==> config.mk <==
export PLATFORM = sky130hd
export DESIGN_NAME = maxpool_frame_sequencer
export DESIGN_NICKNAME = d
export VERILOG_FILES = /design/src/rtl/maxpool_frame_sequencer.sv
export SDC_FILE = /design/constraint.sdc
export NUM_CORES = 1
export LEC_CHECK = 0
export ABC_AREA = 1
export ABC_CLOCK_PERIOD_IN_PS = 3100
export CAP_MARGIN = 20
export CORE_AREA = 2 2 121 123
export CTS_CLUSTER_DIAMETER = 80
export DETAILED_ROUTE_END_ITERATION = 10
export DIE_AREA = 0 0 123 125
export DONT_BUFFER_PORTS = 1
export SLEW_MARGIN = 25
export SYNTH_ARGS = -nofsm -noshare
export SYNTH_HDL_FRONTEND = slang
export SYNTH_SLANG_ARGS = --single-unit
==> constraint.sdc <==
create_clock -name clk -period 3.1 [get_ports clk]
set_input_delay 0.155 -clock clk [delete_from_list [all_inputs] [get_ports clk]]
set_output_delay 0.155 -clock clk [all_outputs]
set_load 0.01 [all_outputs]
==> src/rtl/maxpool_frame_sequencer.sv <==
// Frame sequencer for the 3-channel 2x2/stride-2 max-pool stage: streams one map from the
// source buffer into the pool stage row by row and collects pooled results into the destination.
`timescale 1ns/1ps
module maxpool_frame_sequencer #(
    parameter int unsigned DATA_WIDTH = 24,
    parameter int unsigned DISP_WIDTH = 26,
    parameter int unsigned SRC_AW     = 10,
    parameter int unsigned DST_AW     = 8,
    parameter int unsigned ROW_GAP    = 0
) (
    input  logic                    clk,
    input  logic                    rst_n,
    input  logic                    start,
    input  logic                    pause_req,
    output logic                    busy,
    output logic                    done,
    output logic                    src_rd_en,
    output logic [SRC_AW-1:0]       src_addr,
    input  logic [3*DATA_WIDTH-1:0] src_rdata,
    output logic [DATA_WIDTH-1:0]   pool_data_1,
    output logic [DATA_WIDTH-1:0]   pool_data_2,
    output logic [DATA_WIDTH-1:0]   pool_data_3,
    output logic                    pool_valid,
    input  logic [DATA_WIDTH-1:0]   pool_out_1,
    input  logic [DATA_WIDTH-1:0]   pool_out_2,
    input  logic [DATA_WIDTH-1:0]   pool_out_3,
    input  logic                    pool_out_valid,
    output logic                    dst_we,
    output logic [DST_AW-1:0]       dst_addr,
    output logic [3*DATA_WIDTH-1:0] dst_wdata
);

    localparam int unsigned CntW     = (DISP_WIDTH > 2) ? $clog2(DISP_WIDTH) : 1;
    localparam int unsigned OutCount = (DISP_WIDTH / 2) * (DISP_WIDTH / 2);
    // A pause-only gap still lasts one cycle.
    localparam int unsigned GapLen   = (ROW_GAP > 0) ? ROW_GAP : 1;

    typedef enum logic [2:0] {StIdle, StRow, StGap, StTail, StDone} state_e;

    state_e                  state_q, state_d;
    logic [CntW-1:0]         col_q, col_d;
    logic [CntW-1:0]         row_q, row_d;
    logic [SRC_AW-1:0]       src_addr_q, src_addr_d;
    logic [3:0]              gap_q, gap_d;
    logic                    pool_valid_q;
    logic                    dst_we_q;
    logic [DST_AW-1:0]       dst_addr_q;
    logic [3*DATA_WIDTH-1:0] dst_wdata_q;

    logic last_col, last_row, gap_done, final_write, capture;

    assign last_col    = (col_q == CntW'(DISP_WIDTH - 1));
    assign last_row    = (row_q == CntW'(DISP_WIDTH - 1));
    assign gap_done    = (gap_q == 4'(GapLen - 1));
    assign final_write = dst_we_q && (dst_addr_q == DST_AW'(OutCount - 1));
    assign capture     = pool_valid_q && pool_out_valid;

    always_comb begin
        state_d    = state_q;
        col_d      = col_q;
        row_d      = row_q;
        src_addr_d = src_addr_q;
        gap_d      = gap_q;
        unique case (state_q)
            StIdle: begin
                if (start) begin
                    state_d    = StRow;
                    col_d      = '0;
                    row_d      = '0;
                    src_addr_d = '0;
                end
            end
            StRow: begin
                // Address holds on the final pixel so it never wraps.
                if (!(last_col && last_row)) begin
                    src_addr_d = src_addr_q + SRC_AW'(1);
                end
                if (last_col) begin
                    col_d = '0;
                    if (last_row) begin
                        state_d = StTail;
                    end else begin
                        row_d = row_q + CntW'(1);
                        if ((ROW_GAP != 0) || pause_req) begin
                            state_d = StGap;
                            gap_d   = '0;
                        end
                    end
                end else begin
                    col_d = col_q + CntW'(1);
                end
            end
            StGap: begin
                if (!gap_done) begin
                    gap_d = gap_q + 4'd1;
                end else if (!pause_req) begin
                    state_d = StRow;
                end
            end
            StTail: begin
                if (final_write) begin
                    state_d = StDone;
                end
            end
            StDone:  state_d = StIdle;
            default: state_d = StIdle;
        endcase
    end

    always_ff @(posedge clk or negedge rst_n) begin
        if (!rst_n) begin
            state_q      <= StIdle;
            col_q        <= '0;
            row_q        <= '0;
            src_addr_q   <= '0;
            gap_q        <= '0;
            pool_valid_q <= 1'b0;
            dst_we_q     <= 1'b0;
            dst_addr_q   <= '0;
            dst_wdata_q  <= '0;
        end else begin
            state_q      <= state_d;
            col_q        <= col_d;
            row_q        <= row_d;
            src_addr_q   <= src_addr_d;
            gap_q        <= gap_d;
            pool_valid_q <= src_rd_en;
            dst_we_q     <= capture;
            if (capture) begin
                dst_wdata_q <= {pool_out_3, pool_out_2, pool_out_1};
            end
            if ((state_q == StIdle) && start) begin
                dst_addr_q <= '0;
            end else if (dst_we_q) begin
                dst_addr_q <= dst_addr_q + DST_AW'(1);
            end
        end
    end

    assign src_rd_en  = (state_q == StRow);
    assign src_addr   = src_addr_q;
    assign busy       = (state_q == StRow) || (state_q == StGap) || (state_q == StTail);
    assign done       = (state_q == StDone);
    assign pool_valid = pool_valid_q;

    // Buffer output is already registered; gating only keeps the bus quiet outside beats.
    assign pool_data_1 = pool_valid_q ? src_rdata[DATA_WIDTH-1:0] : '0;
    assign pool_data_2 = pool_valid_q ? src_rdata[2*DATA_WIDTH-1:DATA_WIDTH] : '0;
    assign pool_data_3 = pool_valid_q ? src_rdata[3*DATA_WIDTH-1:2*DATA_WIDTH] : '0;

    assign dst_we    = dst_we_q;
    assign dst_addr  = dst_addr_q;
    assign dst_wdata = dst_wdata_q;

endmodule

After elaboration in Yosys (flattened, before gate mapping)
Index checks and enable logic that the tools add are counted.

Bits of input ports: 149. Register bits after elaboration: 109. Word-level logic and storage cells: 74.

Multiplexer cells: 27. Add/subtract/negate cells: 5. Reductions and logical operators: 16. Eq/ne operators: 17.

Operators by type and width (number): 24-bit two-way mux (3); 3-bit two-way mux (7); 10-bit two-way mux (2); 5-bit two-way mux (4); 10-bit case mux with 2 select lines (1); 5-bit case mux with 2 select lines (2); 4-bit two-way mux (4); 8-bit two-way mux (2); 2-bit != test (second input constant) (8); 3-bit case mux with 4 select lines (1); 10-bit by 1-bit adder with 10-bit output (second input constant) (1); 5-bit by 1-bit adder with 5-bit output (second input constant) (2); 5-bit == test (second input constant) (2); 8-bit by 1-bit adder with 8-bit output (second input constant) (1); 8-bit == test (second input constant) (1); 4-bit case mux with 2 select lines (1); 3-bit by 2-bit == test with 1-bit output (second input constant) (2); 6-bit AND reduction (1); 2-bit nonzero test (3); 5-bit AND reduction (1); 4-bit by 1-bit adder with 4-bit output (second input constant) (1); 1-bit logical AND (4); 4-bit logical NOT (1); 4-bit AND reduction (1); other kinds (8) (9).

Longest topological paths before layout
Depth in word-level cells: 4. Mapped depth: 11.

Worst setup path after synthesis
OpenSTA, ideal clock, no wires.

Kind: reg-to-reg. From: register col_q[1]. To: register state_q[0]. Arrival: 1.268 ns. Buffers on the path: 0. Cell stages (with the launch flop): 12. Path slack: 1.715 ns. Period minus slack after synthesis: 1.385 ns. Path through: dfrtp_1 > inv_1 > ha_1 > nand2_1 > inv_1 > nand2_1 > nand2_4 > nand2_2 > nor2_2 > nand2_1 > nand2_1 > nand2_1.

Word-level cells in the longest chain between the ends: 3.

Ends and longest elaborated chain: start: declaration (line 41) `logic [CntW-1:0] col_q, col_d;`; start signal: assignment (line 123) `col_q <= col_d;`; 5-bit == test (line 52) `assign last_col = (col_q == CntW'(DISP_WIDTH - 1));`; 2-bit by 1-bit != test with 1-bit output (no line); 6-bit AND reduction (no line); end signal: assignment (line 112) `state_q <= StIdle;`; end signal: assignment (line 122) `state_q <= state_d;`; end: declaration (line 40) `state_e state_q, state_d;`.

No other way between the ends. A chain may end at the register's enable or synchronous reset.

Final worst setup path
From: register pool_valid_q, in the netlist pool_valid. To: output port pool_data_1[7].

Word-level cells in the longest chain between the ends: 1.

Ends and longest elaborated chain: start: declaration (line 45) `logic pool_valid_q;`; start signal: assignment (line 127) `pool_valid_q <= src_rd_en;`; 24-bit two-way mux (line 147) `assign pool_data_1 = pool_valid_q ? src_rdata[DATA_WIDTH-1:0] : '0;`; end: declaration (line 20) `output logic [DATA_WIDTH-1:0] pool_data_1,`.

No other way between the ends.

==> flow_metrics.env <==
export IMPL_utilization=0.468
export IMPL_boundaryPins=316
export IMPL_antenna_left=0
export IMPL_rr_startpoint="state_q[1]"
export IMPL_path_class="flip-flop to output port"
export IMPL_p_int_mw=3.19
export IMPL_dr_total_vias=4764
export IMPL_synth_seq_cells=109
export IMPL_worstHoldPathCells=6
export IMPL_ys_types=31
export IMPL_finalHoldViolations=0
export IMPL_initial_core_util=0.383
export IMPL_syn_nets=905
export IMPL_drc_errors=0
export IMPL_powerDensity_nw_per_um2=867
export IMPL_yosys_warnings=0
export IMPL_total_leakage_power_nw=3.90
export IMPL_outcome="completed"
export IMPL_pwr_share_clk=0.208
export IMPL_worst_setup_path_start_kind="flip-flop"
export IMPL_finClkSkew_ps=11.3
export IMPL_end_kind="output port"
export IMPL_syn_avg_cell_area_sq_um=7.29
export IMPL_finalCriticalPeriod_ps=1810
export IMPL_port_buffers=0
export IMPL_path_depth=3
export IMPL_antenna_found_initial=0
export IMPL_nets=967
export IMPL_cts_resized=0
export IMPL_grt_usage=0.202
export IMPL_gr_total_overflow=0
export IMPL_crit_required_ps=2940
export IMPL_path_cells="buf_4 -> nand2_1 -> inv_1"
export IMPL_max_freq_ghz=0.553
export IMPL_dr_pass1_iters=5
export IMPL_r2r_cells=9
export IMPL_syn_to_final_growth_pct=22.1
export IMPL_via_per_inst=4.77
export IMPL_hold_path_class="primary input to flip-flop"
export IMPL_fin_setup_tns_ps=0
export IMPL_n_antenna_cell=0
export IMPL_die_x_um=123
export IMPL_root_buffer="clkbuf_16"
export IMPL_cts_hold_buffers=74
export IMPL_routed_wl_mm=15.6
export IMPL_worstHoldStart="pause_req"
export IMPL_ctsHtreeMaxLevel=3
export IMPL_grt_pass1_wl_mm=24.0
export IMPL_slew_viol_final=0
export IMPL_synth_largest_area_cell="dfrtp_1"
export IMPL_dp_final_hpwl_mm=10.7
export IMPL_post_cts_setup_buffers=0
export IMPL_yosysSeqAreaShare=0.501
export IMPL_regArea_sq_um=2730
export IMPL_slowest_stage="buf_4"
export IMPL_seqPwrFrac=0.462
export IMPL_cts_tree="built"
export IMPL_drt_initial_drc_count=275
export IMPL_numCtsBuffers=9
export IMPL_layout_drive_gt1_share=0.0479
export IMPL_cts_path_max_buffers=2
export IMPL_crit_buf_inv=2
export IMPL_p_switching_mw=2.57
export IMPL_fillCellCount=1411
export IMPL_crit_family="buffers and inverters"
export IMPL_vdd_drop_max_mv=0.431
export IMPL_worst_path_max_fanout=73
export IMPL_total_power_mw=5.76
export IMPL_slowest_delay_ps=520
export IMPL_clock_sinks=109
export IMPL_netlist_area_sq_um=5440
export IMPL_yosysTopAreaCellShare=0.501
export IMPL_yosys_top_cells_area="dfrtp_1 (50%), nand2_1 (26%), inv_1 (7.6%)"
export IMPL_rsz0062_at_grt="false"
export IMPL_p_comb_frac=0.330
export IMPL_grt_pass1_vias=4602
export IMPL_worst_slew_margin_rel=0.403
export IMPL_wl_per_cell_um=15.6
export IMPL_path_clk_slew_ps=80
export IMPL_period_share=0.583
export IMPL_dieArea_sq_um=15400
export IMPL_die_h_um=125
export IMPL_std_cell_rows=44
export IMPL_switching_share=0.447
export IMPL_gp_congestion=0.826
export IMPL_netlist_instances=747
export IMPL_multi_input_area_sq_um=2170
export IMPL_tightest_slew_ps=894
export IMPL_fp_coreArea_sq_um=14200
export IMPL_clk_latency_ps=350
export IMPL_cap_viol_max_count=0
export IMPL_grt_max_degree=110
export IMPL_crit_start="pool_valid"
export IMPL_setup_viol=0
export IMPL_arrival_ps=1650
-- path summary, 6_finish.rpt --
path / endpoint / slack, ps
max in group asynchronous: pool_valid / 2260
min reg2reg: gap_q[3] / 530
min: state_q[0] / 180
max reg2reg: state_q[1] / 1340
max: pool_data_1[7] / 1290
min in group asynchronous: dst_wdata[41] / 380
-- logic make-up (layout without fill, tap and decap cells) --
group / count (synthesis) / count (layout) / synth area share
DFF: 109 / 109 / 0.501
xor gates and xnor gates: 12 / 12 / 0.0193
and+or+nand+nor: 452 / 452 / 0.331
buffers and inverters: 139 / 206 / 0.100
AOI/OAI and AO/OA: 26 / 26 / 0.0271
adders and majority gates: 9 / 9 / 0.0207
-- per-layer routing --
metal / global-route usage / share of wire
met4: 0.0528 / 0.014
met1: 0.236 / 0.38
met5: 0 / 0
met3: 0.0689 / 0.095
met2: 0.353 / 0.51
-- stage by stage --
stage                     cell area (sq um)  hold slack, ps  setup slack (ps)  cells
final                                  6650             176              1290    998
after CTS                              6650             166              1250    998
after global placement                 5580            -138              1370    908
after global routing                   6650             208              1100    998
after floorplan                        5440            -141              1710    747
after detailed placement               5580            -138              1320    908
-- cell type report --
| cell class | instances | area share |
|---|---|---|
| Multi-Input combinational cell | 499 | 0.327 |
| Inverter | 112 | 0.0632 |
| Sequential cell | 109 | 0.411 |
| Clock inverter | 6 | 0.0119 |
| Timing Repair Buffer | 78 | 0.119 |
| Tap cell | 184 | 0.0346 |
| Clock buffer | 10 | 0.0344 |
-- cells in the final DEF (no fill, tap or decap), types with 2 or more instances in the layout --
cell type	count
nand2_1	377
inv_1	110
dfrtp_1	108
dlygate4sd3_1	73
nor2_1	28
nand3_1	26
o21ai_0	17
ha_1	9
clkbuf_16	9
xor2_1	8
nand2_2	4
a21oi_1	4
nor3_1	4
xnor2_1	4
buf_4	4
nor2_2	3
inv_2	2
nand4_1	2
o22ai_1	2
o21ai_2	2
or2_2	2
clkinv_4	2
inv_8	2
-- synth_stat cells, drive strengths merged --
cell and count:
nand2 382, inv 112, dfrtp 109, nor2 33
nand3 27, o21ai 19, buf 17, clkbuf 10
ha 9, xor2 8, a21oi 4, nor3 4
xnor2 4, nand4 2, o22ai 2, or2 2
a31oi 1, nand3b 1, nor3b 1
-- flip-flops by register name (all words and copies together), names as in the netlist --
register,count
col_q,5
dst_addr,8
dst_wdata,72
dst_we,1
gap_q,4
pool_valid,1
row_q,5
src_addr,10
state_q,3
-- worst min-delay path, cell delays in order --
cell and delay, ps:
nor2_1 40, nand2_1 50, nand2_1 50, inv_1 70, nand3_1 70, nand2_1 60
-- power by group through the flow --
stage          logic, mW  registers [mW]  clock network, mW
2_1_floorplan       1.53            2.50                  0
6_report            1.90            2.66               1.20
5_1_grt             2.23            2.74               1.29
4_1_cts             1.90            2.66               1.23
3_3_place_gp        1.76            2.69                  0
3_5_place_dp        1.81            2.66                  0
Note: power is estimated with default switching activity, not from simulation.
